**config.mk**
```make
export PLATFORM = sky130hd
export DESIGN_NAME = fir_coeff_sram_ctrl
export DESIGN_NICKNAME = d
export VERILOG_FILES = /design/src/rtl/fir_pkg.sv /design/src/rtl/fir_rd_align.sv /design/src/rtl/fir_coeff_sram_ctrl.sv
export SDC_FILE = /design/constraint.sdc
export NUM_CORES = 1
export LEC_CHECK = 0
export CAP_MARGIN = 20
export CORE_MARGIN = 8
export CORE_UTILIZATION = 35
export CTS_CLUSTER_DIAMETER = 30
export DETAILED_ROUTE_END_ITERATION = 6
export GPL_ROUTABILITY_DRIVEN = 0
export GPL_TIMING_DRIVEN = 0
export PLACE_DENSITY = 0.65
export SYNTH_ARGS = -nofsm -noshare
export SYNTH_HDL_FRONTEND = slang
export SYNTH_SLANG_ARGS = --single-unit
```
**constraint.sdc**
```tcl
create_clock -name iClk -period 1.82 [get_ports iClk]
set_input_delay 0.182 -clock iClk [delete_from_list [all_inputs] [get_ports iClk]]
set_output_delay 0.182 -clock iClk [all_outputs]
set_load 0.01 [all_outputs]
```
**src/rtl/fir_pkg.sv**
```systemverilog
// rtl/fir_pkg.sv - shared types and constants for the FIR coefficient SRAM controller
package fir_pkg;

  typedef enum logic [1:0] {
    ST_IDLE  = 2'd0,
    ST_LOAD  = 2'd1,
    ST_SWEEP = 2'd2,
    ST_DRAIN = 2'd3
  } fir_state_e;

  localparam int DEF_SRAM_DEPTH = 16;
  localparam int DEF_DATA_WIDTH = 16;
  localparam int DEF_ADDR_WIDTH = 4;

  // Registered read latency of the coefficient SRAM (address to data register).
  localparam int RD_LAT = 1;

endpackage

```
**src/rtl/fir_rd_align.sv**
```systemverilog
// rtl/fir_rd_align.sv - delays read strobe and address so valid/index line up with SRAM data
module fir_rd_align
  import fir_pkg::*;
#(
  parameter int SRAM_DEPTH = DEF_SRAM_DEPTH,
  parameter int ADDR_WIDTH = DEF_ADDR_WIDTH,
  parameter int STAGES     = RD_LAT + 1
) (
  input  logic                  iClk,
  input  logic                  iRsn,
  input  logic                  iRdStb,
  input  logic [ADDR_WIDTH-1:0] iRdAddr,
  output logic                  oValid,
  output logic [ADDR_WIDTH-1:0] oIdx,
  output logic                  oLast
);

  logic [STAGES-1:0]     vld_q, vld_d;
  logic [ADDR_WIDTH-1:0] idx_q [STAGES];
  logic [ADDR_WIDTH-1:0] idx_d [STAGES];

  // Shift the strobe and its address down the pipe one stage per clock.
  always_comb begin
    vld_d[0] = iRdStb;
    idx_d[0] = iRdAddr;
    for (int i = 1; i < STAGES; i++) begin
      vld_d[i] = vld_q[i-1];
      idx_d[i] = idx_q[i-1];
    end
  end

  // Pipe registers; reset empties the pipe so no stale coefficient is reported.
  always_ff @(posedge iClk or negedge iRsn) begin
    if (!iRsn) begin
      vld_q <= '0;
      for (int i = 0; i < STAGES; i++) idx_q[i] <= '0;
    end else begin
      vld_q <= vld_d;
      for (int i = 0; i < STAGES; i++) idx_q[i] <= idx_d[i];
    end
  end

  assign oValid = vld_q[STAGES-1];
  assign oIdx   = idx_q[STAGES-1];
  assign oLast  = vld_q[STAGES-1] && (idx_q[STAGES-1] == ADDR_WIDTH'(SRAM_DEPTH - 1));

endmodule

```
**src/rtl/fir_coeff_sram_ctrl.sv**
```systemverilog
// rtl/fir_coeff_sram_ctrl.sv - single-port coefficient SRAM load/sweep controller (option: FIR_CTRL_OVERRUN_CNT_EN)
module fir_coeff_sram_ctrl
  import fir_pkg::*;
#(
  parameter int SRAM_DEPTH = DEF_SRAM_DEPTH,
  parameter int DATA_WIDTH = DEF_DATA_WIDTH,
  parameter int ADDR_WIDTH = DEF_ADDR_WIDTH
) (
  input  logic                  iClk,
  input  logic                  iRsn,
  input  logic                  iCoeffUpdateFlag,
  input  logic                  iCoeffValid,
  input  logic [DATA_WIDTH-1:0] iCoeffData,
  output logic                  oCoeffReady,
  input  logic                  iEnSample,
  output logic                  oCsn,
  output logic                  oWrn,
  output logic [ADDR_WIDTH-1:0] oAddr,
  output logic [DATA_WIDTH-1:0] oWrDt,
  input  logic [DATA_WIDTH-1:0] iRdDt,
  output logic [DATA_WIDTH-1:0] oCoeff,
  output logic                  oCoeffValid,
  output logic [ADDR_WIDTH-1:0] oCoeffIdx,
  output logic                  oSweepDone,
  output logic                  oLoadDone,
  output logic                  oBusy
`ifdef FIR_CTRL_OVERRUN_CNT_EN
  ,
  output logic [7:0]            oOverrunCnt
`endif
);

  localparam logic [ADDR_WIDTH-1:0] LAST_ADDR = ADDR_WIDTH'(SRAM_DEPTH - 1);

  fir_state_e            state_q, state_d;
  logic [ADDR_WIDTH-1:0] wr_ptr_q, wr_ptr_d;
  logic [ADDR_WIDTH-1:0] rd_ptr_q, rd_ptr_d;
  logic                  csn_q, csn_d;
  logic                  wrn_q, wrn_d;
  logic [ADDR_WIDTH-1:0] addr_q, addr_d;
  logic [DATA_WIDTH-1:0] wrdt_q, wrdt_d;
  logic                  load_done_q, load_done_d;

  // Next-state and next SRAM strobe; one strobe per cycle at most, so write and read never overlap.
  always_comb begin
    state_d     = state_q;
    wr_ptr_d    = wr_ptr_q;
    rd_ptr_d    = rd_ptr_q;
    csn_d       = 1'b1;
    wrn_d       = 1'b1;
    addr_d      = addr_q;
    wrdt_d      = wrdt_q;
    load_done_d = 1'b0;
    case (state_q)
      ST_IDLE: begin
        if (iCoeffUpdateFlag) begin
          state_d  = ST_LOAD;
          wr_ptr_d = '0;
        end else if (iEnSample) begin
          state_d  = ST_SWEEP;
          rd_ptr_d = '0;
        end
      end
      ST_LOAD: begin
        if (iCoeffValid) begin
          csn_d  = 1'b0;
          wrn_d  = 1'b0;
          addr_d = wr_ptr_q;
          wrdt_d = iCoeffData;
          if (wr_ptr_q == LAST_ADDR) begin
            wr_ptr_d    = '0;
            load_done_d = 1'b1;
          end else begin
            wr_ptr_d = wr_ptr_q + 1'b1;
          end
        end
        if (!iCoeffUpdateFlag) state_d = ST_IDLE;
      end
      ST_SWEEP: begin
        csn_d  = 1'b0;
        wrn_d  = 1'b1;
        addr_d = rd_ptr_q;
        if (rd_ptr_q == LAST_ADDR) begin
          rd_ptr_d = '0;
          state_d  = ST_DRAIN;
        end else begin
          rd_ptr_d = rd_ptr_q + 1'b1;
        end
      end
      ST_DRAIN: begin
        if (iCoeffUpdateFlag) begin
          state_d  = ST_LOAD;
          wr_ptr_d = '0;
        end else begin
          state_d = ST_IDLE;
        end
      end
      default: state_d = ST_IDLE;
    endcase
  end

  // State, pointers and registered SRAM pins; reset drops any strobe immediately.
  always_ff @(posedge iClk or negedge iRsn) begin
    if (!iRsn) begin
      state_q     <= ST_IDLE;
      wr_ptr_q    <= '0;
      rd_ptr_q    <= '0;
      csn_q       <= 1'b1;
      wrn_q       <= 1'b1;
      addr_q      <= '0;
      wrdt_q      <= '0;
      load_done_q <= 1'b0;
    end else begin
      state_q     <= state_d;
      wr_ptr_q    <= wr_ptr_d;
      rd_ptr_q    <= rd_ptr_d;
      csn_q       <= csn_d;
      wrn_q       <= wrn_d;
      addr_q      <= addr_d;
      wrdt_q      <= wrdt_d;
      load_done_q <= load_done_d;
    end
  end

  assign oCsn        = csn_q;
  assign oWrn        = wrn_q;
  assign oAddr       = addr_q;
  assign oWrDt       = wrdt_q;
  assign oLoadDone   = load_done_q;
  assign oCoeffReady = (state_q == ST_LOAD);
  assign oBusy       = (state_q != ST_IDLE);
  assign oCoeff      = iRdDt;

  fir_rd_align #(
    .SRAM_DEPTH (SRAM_DEPTH),
    .ADDR_WIDTH (ADDR_WIDTH)
  ) u_rd_align (
    .iClk    (iClk),
    .iRsn    (iRsn),
    .iRdStb  (~csn_q & wrn_q),
    .iRdAddr (addr_q),
    .oValid  (oCoeffValid),
    .oIdx    (oCoeffIdx),
    .oLast   (oSweepDone)
  );

`ifdef FIR_CTRL_OVERRUN_CNT_EN
  logic [7:0] ovr_q, ovr_d;

  // Count sample strobes that arrive while busy; restart the count on each fresh load.
  always_comb begin
    ovr_d = ovr_q;
    if (state_q == ST_IDLE && iCoeffUpdateFlag) begin
      ovr_d = '0;
    end else if (iEnSample && state_q != ST_IDLE && ovr_q != 8'hFF) begin
      ovr_d = ovr_q + 8'd1;
    end
  end

  // Overrun counter register.
  always_ff @(posedge iClk or negedge iRsn) begin
    if (!iRsn) ovr_q <= '0;
    else       ovr_q <= ovr_d;
  end

  assign oOverrunCnt = ovr_q;
`endif

endmodule

```
After elaboration in Yosys (flattened, before gate mapping) --
Cells that the tools add are included.
Operators by class: $add $sub $neg 2, equal/unequal tests 13, mux-type cells 22, bitwise operators 2, reduce and logical (&&, ||, !) cells 12
Operator list (count):
- 4-bit two-way mux | 7
- 4-bit one-hot mux with 2 select lines | 3
- 4-bit equality test (second input constant) | 3
- 2-bit inequality test (second input constant) | 5
- 3-bit AND reduction | 3
- 4-bit by 1-bit adder with 4-bit output (second input constant) | 2
- 2-bit two-way mux | 4
- 2-bit one-hot mux with 4 select lines | 1
- 2-bit nonzero test | 4
- 1-bit two-way mux | 6
- 2-bit equality test (second input constant) | 2
- 2-bit AND reduction | 2
- 3-bit inequality test (second input constant) | 1
- 2-bit by 1-bit equality test with 1-bit output (second input constant) | 1
- 2-bit logical NOT | 1
- 2-bit by 1-bit inequality test with 1-bit output (second input constant) | 1
- 1-bit one-hot mux with 2 select lines | 1
- 2-bit OR reduction | 1
- 1-bit AND | 1
- 1-bit logical AND | 1
- 1-bit NOT | 1
Word-level totals: register bits 43, input bits 37, output and inout bits 47, word-level logic and storage cells 62

Depth between registers and ports, before layout --
Gate-level depths: netlist of run 1.
depth in word-level cells 4, mapped depth 8

Modules after synthesis --
From an unflattened synthesis of run 1, not the netlist that was laid out.
Unflattened totals: cell total of the unflattened synthesis 156, area total of the unflattened synthesis 1928.1 um^2
By module, submodules not included:
- fir_coeff_sram_ctrl | instances 1, cells an instance 143, area each 1665.3 um^2, seq. area each 828.3 um^2
- fir_rd_align | instances 1, cells an instance 13, area each 262.8 um^2, seq. area each 250.2 um^2

Worst setup path before layout of run 1 --
Ideal clock, no wire load.
kind reg2reg, from register state_q[0], to register state_q[0], arrival 1.471 ns, path slack 0.221 ns, stages on the path, launching flop included 8, buffers on the path 1, period minus slack after synthesis 1.599 ns, path through dfrtp_1 > inv_1 > ha_1 > buf_4 > inv_2 > a31oi_4 > a211oi_2 > mux2_1
On the way: cells in the longest elaborated chain, start to end 3
RTL lines:
- start: declaration | line fir_coeff_sram_ctrl.sv:35 | fir_state_e state_q, state_d;
- start signal: assignment | line fir_coeff_sram_ctrl.sv:114 | state_q <= state_d;
- 2-bit equality test (tied with other cells) | line fir_coeff_sram_ctrl.sv:54 | case (state_q)
- 2-bit inequality test (no source line) / 3-bit inequality test (equally long branches)
- 3-bit AND reduction (no source line)
Parallel ways exist; a longest one is shown, timed or not. A chain may end at the register's enable or synchronous reset.

Worst setup path in the final report of run 1 --
from register state_q[1], to output oCoeffReady
On the way: cells in the longest elaborated chain, start to end 1
RTL lines:
- 2-bit by 1-bit equality test with 1-bit output | line fir_coeff_sram_ctrl.sv:130 | assign oCoeffReady = (state_q == ST_LOAD);
- end: declaration | line fir_coeff_sram_ctrl.sv:14 | output logic oCoeffReady,
Every way passes these cells.

==> metrics.md, run 1 <==
| Metric | Value |
|---|---|
| Outcome | completed |
| DRT iter0 DRCs | 47 |
| P_sw | 1.39 mW |
| Core area | 0.00551 mm² |
| Worst-path clk slew | 0.08 ns |
| Worst setup EP type | primary output |
| Fin nets | 277 |
| Critical path arrival | 1.61 ns |
| RSZ-0062 raised after global routing | true |
| Syn Std Cell Area | 0.00199 mm² |
| Crit path kind | reg2out |
| Flop pwr share | 38.0% |
| Vias per cell | 4.35 |
| Final min period | 1.80 ns |
| Final Instance Area | 0.00288 mm² |
| Gr usage total | 10.5% |
| Logic pwr share | 48.0% |
| HPWL Detailed | 3220 µm |
| Int Power | 2.84 mW |
| Clk_lat worst skew | 0.29 ns |
| Drt pass-1 iters | 4 |
| Worst VDD drop | 0.000503 V |
| Die Wd | 91.3 µm |
| TritonCTS Buffers | 5 |
| Synth Area per Inst | 12.8 µm² |
| Clk root buf | clkbuf_8 |
| Synth Instances | 155 |
| Post-synthesis sequential area ratio | 54.3% |
| Post-synth top area share | 51.7% |
| H-tree depth | 2 |
| Sw Share | 32.8% |
| Syn nets | 199 |
| Num Clock Sinks | 43 |
| Drt drc | 0 |
| TritonCTS clock tree | built |
| Longest Clk Path Bufs | 2 |
| Worst-path fanout max | 6 |
| WHS | 0.269 ns |
| LEAKAGE | 1.31 nW |
| R2R Path End | state_q[1] |
| Count leader, synth | dfrtp_1 |
| GRT overflow | 0 |
| Pre-CTS setup slack | 0.0884 ns |
| Floorplan row count | 27 |
| Tightest Pin Transition | 0.374 ns |
| Area of the multi-input gates | 712 µm² |
| # IOs | 84 |
| Area delta synth->final | 44.9% |
| Clock power share | 14.0% |
| Initial antenna violation count | 0 |
| Final Worst Setup Slack | 0.0236 ns |
| Library cells used by synthesis | 38 |
| EDFF count, synth | 0 |
| Layout cells sized above 1 | 26.9% |
| Register-to-register path setup slack | 0.11 ns |
| Fin. max-slew vios | 0 |
| Worst hold-check path type | in2async |
| Starting Density | 36.1% |
| # setup viols final | 0 |
| Avg WL per Cell | 13.8 µm |
| Post-synthesis register bit count | 43 |
| Fin crit share | 98.7% |
| Design Power | 4.22 mW |
| Max-Cap Viols | 0 |
| I/O Buffers | 67 |
| Worst R2R Start | state_q[1] |
| Post-DRT Antenna Nets | 0 |
| Die H | 91.3 µm |
| Async set-reset flop share out of synthesis | 100% |
| Routed WL | 4230 µm |
| Synth area leaders | dfrtp_1 52%, buf_4 7.9%, mux2_4 6.0%, mux2_2 4.5%, ha_1 4.4% |
| Fill cells | 483 |
| First-pass GRT wire length | 7210 µm |
| Yosys warns | 0 |
| Sequential cell area | 0.00108 mm² |
| Max_slew headroom | 74.5% |
| ANT cells | 0 |
| Power per cell area | 1470 mW/mm² |
| Largest net degree at the start of global routing | 38 |
| Worst Reg2Reg Path Length in Cells | 7 |
| Area leader, netlist | dfrtp_1 |
| Dpl cell area | 0.00276 mm² |
| Die ar. | 0.00834 mm² |
| Vias in the first global route | 1404 |
| Ys flop type | dfrtp_1 |
| CP startpoint kind | flop |
| Commonest cells in the netlist | 41 x dfrtp_1, 21 x buf_4, 12 x nand2_1 |
| Req. time, crit path | 1.64 ns |
| F_max | 557 MHz |
| Hold Vio Cnt, Final | 0 |
| Fin util | 52.2% |
| Vias | 1330 |
| Clk_skew | 0.00588 ns |
-- power by group through the flow --
stage	clock (mW)	combinational, mW	sequential, mW
after floorplan	0	1.01	1.71
after global placement	0	1.97	1.62
after detailed placement	0	2.00	1.64
after CTS	0.612	2.07	1.61
after global routing	0.651	2.22	1.67
final	0.592	2.03	1.60
-- sequential cells by signal, summed over array words and instances, names as in the netlist, 2 cells and up --
signal,cells
oWrDt,16
u_rd_align.idx_d,4
rd_ptr_q,4
state_q,2
u_rd_align.oIdx,4
oAddr,4
wr_ptr_q,4
u_rd_align.vld_q,2
-- critical path, stage by stage (launching register included) --
cell and delay (ns):
dfrtp_1 0.38, inv_1 0.09, ha_2 0.28, clkdlybuf4s50_1 0.57
-- placed cells by master, fill, tap and decap left out, types with 4 or more instances in the layout --
master and instances:
buf_4 23, nand2_1 12, mux2_2 8, clkbuf_8 5, clkdlybuf4s50_1 66, o21ai_0 4, inv_1 5, ha_1 5
nor2_1 4, mux2_4 8, dfrtp_1 41, o21ai_1 5
-- kinds of logic (layout without fill, tap and decap cells) --
logic type,Yosys count,in the layout,synth area share (%)
simple gates,28,28,7.31
fa+ha+maj,7,7,4.41
compound gates,26,26,10.6
buf+inv,30,109,10.1
mux,21,21,13.2
flops,43,43,54.3
-- routing by layer --
| metal | global-route usage (%) | vias to the layer above | share of wire, % |
|---|---|---|---|
| li1 | - | 672 | - |
| met1 | 12.2 | 612 | 42 |
| met2 | 17.0 | 41 | 49 |
| met3 | 4.77 | 5 | 7.9 |
| met4 | 2.86 | 0 | 1.1 |
| met5 | 0 | - | 0 |
-- worst max-delay path by stage --
stage	end	from	slack, ns	depth (start not counted)
floorplan	state_q[0]	state_q[0]	0.22	7
global placement	oWrDt[6]	iRsn	-0.59	1
detailed placement	state_q[0]	state_q[0]	0.09	7
CTS	oCoeffReady	state_q[1]	0.0003	3
global route	oCoeffReady	state_q[1]	-0.06	3
finish	oCoeffReady	state_q[1]	0.02	3
-- cell type report --
type	count	share of cell area (%)
buffer	23	6.05
clock buffer	6	2.52
clock inverter	2	0.435
inverter	7	0.913
multi-input combinational	82	24.7
sequential	43	37.5
tap	72	3.13
timing repair buffer	71	24.7
-- stage by stage --
stage / std cells / TNS, ns
2_1_floorplan: 155 / 0
4_1_cts: 306 / 0
3_5_place_dp: 295 / 0
5_1_grt: 306 / -0.115
3_3_place_gp: 294 / -24.52
6_report: 306 / 0
-- what timing repair did --
item | CTS | global route
hold endpoints to repair | 22 | 0
setup endpoints to repair | 2 | 4
buffers inserted | 2 | 0
gates resized for setup | 2 | 0
pin swaps | 0 | 1
gates cloned | 0 | 0
hold buffers | 1 | 0
Note: power is estimated with default switching activity, not from simulation.
==> inputs of run 2 (changes only) <==
--- a/config.mk
+++ b/config.mk
@@ -5,10 +5,9 @@
 export SDC_FILE = /design/constraint.sdc
 export NUM_CORES = 1
 export LEC_CHECK = 0
-export CAP_MARGIN = 20
 export CORE_MARGIN = 8
 export CORE_UTILIZATION = 35
-export CTS_CLUSTER_DIAMETER = 30
+export CTS_CLUSTER_DIAMETER = 40
 export DETAILED_ROUTE_END_ITERATION = 6
 export GPL_ROUTABILITY_DRIVEN = 0
 export GPL_TIMING_DRIVEN = 0
==> constraint.sdc (replaced) <==
create_clock -name iClk -period 1.92 [get_ports iClk]
set_input_delay 0.192 -clock iClk [delete_from_list [all_inputs] [get_ports iClk]]
set_output_delay 0.192 -clock iClk [all_outputs]
set_load 0.01 [all_outputs]
==> run 2 against run 1 <==
- total power fell by 6.1%
- final area fell by 0.61%
- clock power fell by 5.4%
- hold slack improved by 0.010 ns
- critical path depth did not move
- clock skew fell by 0.00087 ns
- sequential power fell by 4%
- sequential share of layout area rose by 0.23 points
- largest cell class unchanged
- critical path type unchanged
- cell count fell by 0.65%
- worst setup slack improved by 0.019 ns
- largest power group unchanged
==> metrics.md, run 2 (synthesis gave the netlist of run 1 again) <==
| Metric | Value |
|---|---|
| Worst hold-check path type | in2async |
| Finished Layout Cells | 304 (-0.65%) |
| Layout cells sized above 1 | 25.9% (-1.1 points) |
| HPWL Detailed | 3220 µm (unchanged) |
| CP startpoint kind | flop |
| ANT cells | 0 (unchanged) |
| H-tree depth | 2 (unchanged) |
| Die ar. | 0.00834 mm² (unchanged) |
| Num Clock Sinks | 43 (unchanged) |
| Vias per cell | 4.36 (+0.28%) |
| Placed cell count | 295 (unchanged) |
| Final min period | 1.88 ns |
| Avg WL per Cell | 13.8 µm (about the same) |
| Grt met3 use | 4.77% (unchanged) |
| Crit-path cells | inv_1 -> ha_2 -> clkdlybuf4s50_1 |
| Crit path kind | reg2out |
| Worst-path clk slew | 0.08 ns (about the same) |
| Routed WL | 4200 µm (-0.66%) |
| Max_slew headroom | 74.5% (unchanged) |
| Core area | 0.00551 mm² (unchanged) |
| Most common cell after layout, fill and taps aside | clkdlybuf4s50_1 |
| Buf+Inv Stages, Crit Path | 2 (unchanged) |
| TritonCTS Buffers | 5 (unchanged) |
| Die Wd | 91.3 µm (unchanged) |
| GRT met1 Usage | 12.1% (-0.15 points) |
| Clk_skew | 0.00500 ns (-0.000873 ns) |
| Starting Density | 36.1% (unchanged) |
| Slowest cell on crit path | clkdlybuf4s50_1 |
| DRT iter0 DRCs | 40 (-15%) |
| Longest Clk Path Bufs | 2 (unchanged) |
| Worst-path fanout max | 6 (unchanged) |
| Critical path arrival | 1.69 ns (+0.08 ns) |
| Fin util | 51.9% (-0.32 points) |
| F_max | 533 MHz |
| First-pass GRT wire length | 7130 µm (-1.1%) |
| Fin nets | 275 (-0.72%) |
| RSZ-0062 raised after global routing | true |
| Gr usage total | 10.4% (-0.10 points) |
| GRT overflow | 0 (unchanged) |
| Fin crit share | 97.8% |
| Worst path max stage delay | 0.57 ns (about the same) |
| Floorplan row count | 27 (unchanged) |
| Largest net degree at the start of global routing | 38 (unchanged) |
| Fin. max-slew vios | 0 (unchanged) |
| LEAKAGE | 1.30 nW (-0.68%) |
| Initial antenna violation count | 0 (unchanged) |
| Commonest non-fill, non-tap cells in the layout | 66 x clkdlybuf4s50_1, 41 x dfrtp_1, 21 x buf_4 |
| Layer with the highest usage | met2 |
| Delay-heaviest family, CP | buffers and inverters |
| Drt drc | 0 (unchanged) |
| Outcome | completed |
| M2 GR Usage | 16.9% (-0.18 points) |
| Fill cells | 485 (+0.41%) |
| # IOs | 84 (unchanged) |
| Vias | 1325 (-0.38%) |
| Area delta synth->final | 44.0% |
| Post-DRT Antenna Nets | 0 (unchanged) |
| Max-Cap Viols | 0 (unchanged) |
| Design Power | 3.97 mW (-6.1%) |
| Worst VDD drop | 0.000477 V (-5.2%) |
| Clk root buf | clkbuf_8 |
| Post-CTS setup buffers | 0 (-2) |
| Hold Vio Cnt, Final | 0 (unchanged) |
| Sequential cell area | 0.00108 mm² (unchanged) |
| Clk_lat worst skew | 0.29 ns (about the same) |
| Area of the multi-input gates | 709 µm² (-0.35%) |
| Max reg flops | 16 (unchanged) |
| Worst setup EP type | primary output |
| Drt pass-1 iters | 4 (unchanged) |
| Tightest Pin Transition | 0.374 ns (unchanged) |
| Setup TNS | 0 ns (unchanged) |
| Power per cell area | 1390 mW/mm² (-5.5%) |
| Die H | 91.3 µm (unchanged) |
| I/O Buffers | 67 (unchanged) |
| # setup viols final | 0 (unchanged) |
| Req. time, crit path | 1.73 ns (+0.09 ns) |
| TritonCTS clock tree | built |
| Vias in the first global route | 1388 (-1.1%) |
-- run 2: changes by cell type in the layout (fill, tap and decap cells not counted) --
cell   change
buf_4      -2
ha_1       +1
ha_2       -1
-- run 2: metal layers --
metal / part of all wire, % / up-vias
met5: 0 / -
met4: 1.1 / 0
met3: 8.0 / 5
met2: 49 / 41
met1: 42 / 612
li1: - / 667
-- run 2: worst paths after layout --
kind	startpoint	endpoint	slack, ns	cells past startpoint
worst max-delay path	state_q[1]	oCoeffReady	0.04	3
worst max register to register	state_q[0]	state_q[0]	0.19	7
max in group asynchronous	iRsn	oCsn	1.14	3
worst min-delay path	iRsn	state_q[1]	0.28	2
min in group iClk	u_rd_align.vld_q[0]	u_rd_align.vld_q[1]	0.35	0
worst min register to register	u_rd_align.vld_q[0]	u_rd_align.vld_q[1]	0.35	0
-- run 2: cell type report --
class / instances / area share, %
flip-flops and latches: 43 / 37.7
multi-input cells: 82 / 24.8
repair buffers: 69 / 24.3
plain buffers: 23 / 6.08
well taps: 72 / 3.15
clock buffers: 6 / 2.54
inverters: 7 / 0.919
clock inverters: 2 / 0.438
-- run 2: stage by stage --
stage,instance area (µm²),setup WS (ns),hold WS [ns]
5_1_grt,2860,-0.0380,0.299
6_report,2860,0.0428,0.279
3_3_place_gp,2750,-0.503,0.334
3_5_place_dp,2760,0.188,0.0519
2_1_floorplan,1990,0.321,-0.104
4_1_cts,2860,0.0208,0.282
-- run 2: power by group --
group	switching, mW	internal, mW	total [mW]
sequential	0.241	1.29	1.53
combinational	0.761	1.11	1.87
clock	0.306	0.254	0.560
-- run 2: timing repair --
item,CTS,global route
hold endpoints to repair,6,0
gates resized for setup,1,0
hold buffers,1,0
endpoints found under the setup margin,1,2
==> inputs of run 3 (changes only) <==
--- a/config.mk
+++ b/config.mk
@@ -5,8 +5,10 @@
 export SDC_FILE = /design/constraint.sdc
 export NUM_CORES = 1
 export LEC_CHECK = 0
+export CAP_MARGIN = 20
 export CORE_MARGIN = 8
 export CORE_UTILIZATION = 35
+export CTS_BUF_LIST = sky130_fd_sc_hd__clkbuf_8
 export CTS_CLUSTER_DIAMETER = 40
 export DETAILED_ROUTE_END_ITERATION = 6
 export GPL_ROUTABILITY_DRIVEN = 0
@@ -15,3 +17,4 @@
 export SYNTH_ARGS = -nofsm -noshare
 export SYNTH_HDL_FRONTEND = slang
 export SYNTH_SLANG_ARGS = --single-unit
+export TNS_END_PERCENT = 20
==> run 3 against run 2 <==
- critical path depth unchanged
- global-route usage unchanged
- hold slack unchanged
- combinational power about the same
- worst setup slack unchanged
- clock skew about the same
- largest cell class unchanged
- largest power group unchanged
==> metrics.md, run 3 (synthesis gave the netlist of run 1 again) <==
| Metric | Value |
|---|---|
| Final Worst Setup Slack | 0.0428 ns (unchanged) |
| Req. time, crit path | 1.73 ns (about the same) |
| Final min period | 1.88 ns (unchanged) |
| CP startpoint kind | flop |
| Worst hold-check path type | in2async |
| ANT cells | 0 (unchanged) |
| M2 GR Usage | 16.9% (unchanged) |
| Grt met3 use | 4.77% (unchanged) |
| Die H | 91.3 µm (unchanged) |
| Buf+Inv Stages, Crit Path | 2 (unchanged) |
| DRT iter0 DRCs | 40 (unchanged) |
| Power per cell area | 1390 mW/mm² (-0.13%) |
| TritonCTS Buffers | 5 (unchanged) |
| Num Clock Sinks | 43 (unchanged) |
| Core area | 0.00551 mm² (unchanged) |
| Vias in the first global route | 1388 (unchanged) |
| Critical path arrival | 1.69 ns (about the same) |
| RSZ-0062 raised after global routing | true |
| Starting Density | 36.1% (unchanged) |
| Initial antenna violation count | 0 (unchanged) |
| Fin nets | 275 (unchanged) |
| Crit path kind | reg2out |
| Max-Cap Viols | 0 (unchanged) |
| Worst path max stage delay | 0.57 ns (about the same) |
| # IOs | 84 (unchanged) |
| Routed WL | 4200 µm (unchanged) |
| GRT overflow | 0 (unchanged) |
| Hold Vio Cnt, Final | 0 (unchanged) |
| Drt pass-1 iters | 4 (unchanged) |
| Most common cell after layout, fill and taps aside | clkdlybuf4s50_1 |
| Clk root buf | clkbuf_8 |
| HPWL Detailed | 3220 µm (unchanged) |
| Final Instance Area | 0.00286 mm² (unchanged) |
| Floorplan row count | 27 (unchanged) |
| Design Power | 3.96 mW (-0.13%) |
| Worst VDD drop | 0.000477 V (about the same) |
| GRT met1 Usage | 12.1% (unchanged) |
| TritonCTS clock tree | built |
| Max_slew headroom | 74.5% (unchanged) |
| Setup TNS | 0 ns (unchanged) |
| Clk_skew | 0.00476 ns (-0.000248 ns) |
| Fin crit share | 97.8% (unchanged) |
| Worst-path fanout max | 6 (unchanged) |
| Drt drc | 0 (unchanged) |
| Longest Clk Path Bufs | 2 (unchanged) |
| Vias | 1325 (unchanged) |
| Slowest cell on crit path | clkdlybuf4s50_1 |
| Dpl cell area | 0.00276 mm² (unchanged) |
| Die ar. | 0.00834 mm² (unchanged) |
| Largest net degree at the start of global routing | 38 (unchanged) |
| Layer with the highest usage | met2 |
| Register-to-register path setup slack | 0.19 ns (about the same) |
| Tightest Pin Transition | 0.374 ns (-0.000000119 ns) |
| LEAKAGE | 1.30 nW (+0.32%) |
| Delay-heaviest family, CP | buffers and inverters |
| First-pass GRT wire length | 7130 µm (unchanged) |
| Clk_lat worst skew | 0.29 ns (about the same) |
| # setup viols final | 0 (unchanged) |
| Worst-path clk slew | 0.08 ns (about the same) |
| Worst setup EP type | primary output |
| F_max | 533 MHz (unchanged) |
| Post-DRT Antenna Nets | 0 (unchanged) |
| Max reg flops | 16 (unchanged) |
| Fill cells | 485 (unchanged) |
| Outcome | completed |
| H-tree depth | 2 (unchanged) |
| I/O Buffers | 67 (unchanged) |
| Commonest non-fill, non-tap cells in the layout | 66 x clkdlybuf4s50_1, 41 x dfrtp_1, 21 x buf_4 |
| Crit-path cells | inv_1 -> ha_2 -> clkdlybuf4s50_1 |
| Avg WL per Cell | 13.8 µm (unchanged) |
| Pre-CTS setup slack | 0.188 ns (unchanged) |
| Gr usage total | 10.4% (unchanged) |
| Vias per cell | 4.36 (unchanged) |
| Die Wd | 91.3 µm (unchanged) |
| Layout cells sized above 1 | 25.9% (unchanged) |
| Fin. max-slew vios | 0 (unchanged) |
| Area delta synth->final | 44.0% (unchanged) |
==> run 3: cell types whose count changed in the layout (fill, tap and decap cells not counted), sizes merged <==
cell,previous run,this run
inv,7,8
clkbuf,6,5
==> run 3: metal layers <==
layer	part of all wire, %	vias to the layer above	wire length (µm)
met5	0	-	0
met4	1.1	0	46
met3	8.0	5	335
met2	49	41	2060
met1	42	612	1760
li1	-	667	-
==> run 3: final cells by class <==
type,count,area (µm²),area share (%)
repair buffers,69,696,24.3
plain buffers,23,174,6.08
inverters,7,26.3,0.919
multi-input cells,82,709,24.8
well taps,72,90.1,3.15
clock buffers,5,68.8,2.41
clock inverters,3,16.3,0.569
flip-flops and latches,43,1080,37.7
==> run 3: path summary, 6_finish.rpt <==
check | start | endpoint | cells after the start
max in group asynchronous | iRsn | oCsn | 3
min in group iClk | u_rd_align.vld_q[0] | u_rd_align.vld_q[1] | 0
worst max register to register | state_q[0] | state_q[0] | 7
worst min register to register | u_rd_align.vld_q[0] | u_rd_align.vld_q[1] | 0
worst min-delay path | iRsn | state_q[1] | 2
worst max-delay path | state_q[1] | oCoeffReady | 3
==> run 3: timing repair <==
action / 4_1_cts / 5_1_grt
hold buffers: 1 / 0
cloned: 0 / 0
setup buffers: 0 / 0
endpoints found under the hold margin: 6 / 0
gates resized for setup: 1 / 0
endpoints found under the setup margin: 1 / 2
==> run 3: power breakdown <==
part	total, mW	switching, mW	internal [mW]
clock	0.555	0.306	0.249
sequential	1.53	0.241	1.29
combinational	1.87	0.761	1.11
total	3.96	1.31	2.65
==> run 3: stage by stage <==
step | util (%) | hold WS, ns | std cells
after global placement | 49.9 | 0.334 | 294
after floorplan | - | -0.104 | 155
after global routing | 51.9 | 0.299 | 304
after CTS | 51.9 | 0.282 | 304
final | 51.9 | 0.279 | 304
after detailed placement | 50.1 | 0.0519 | 295
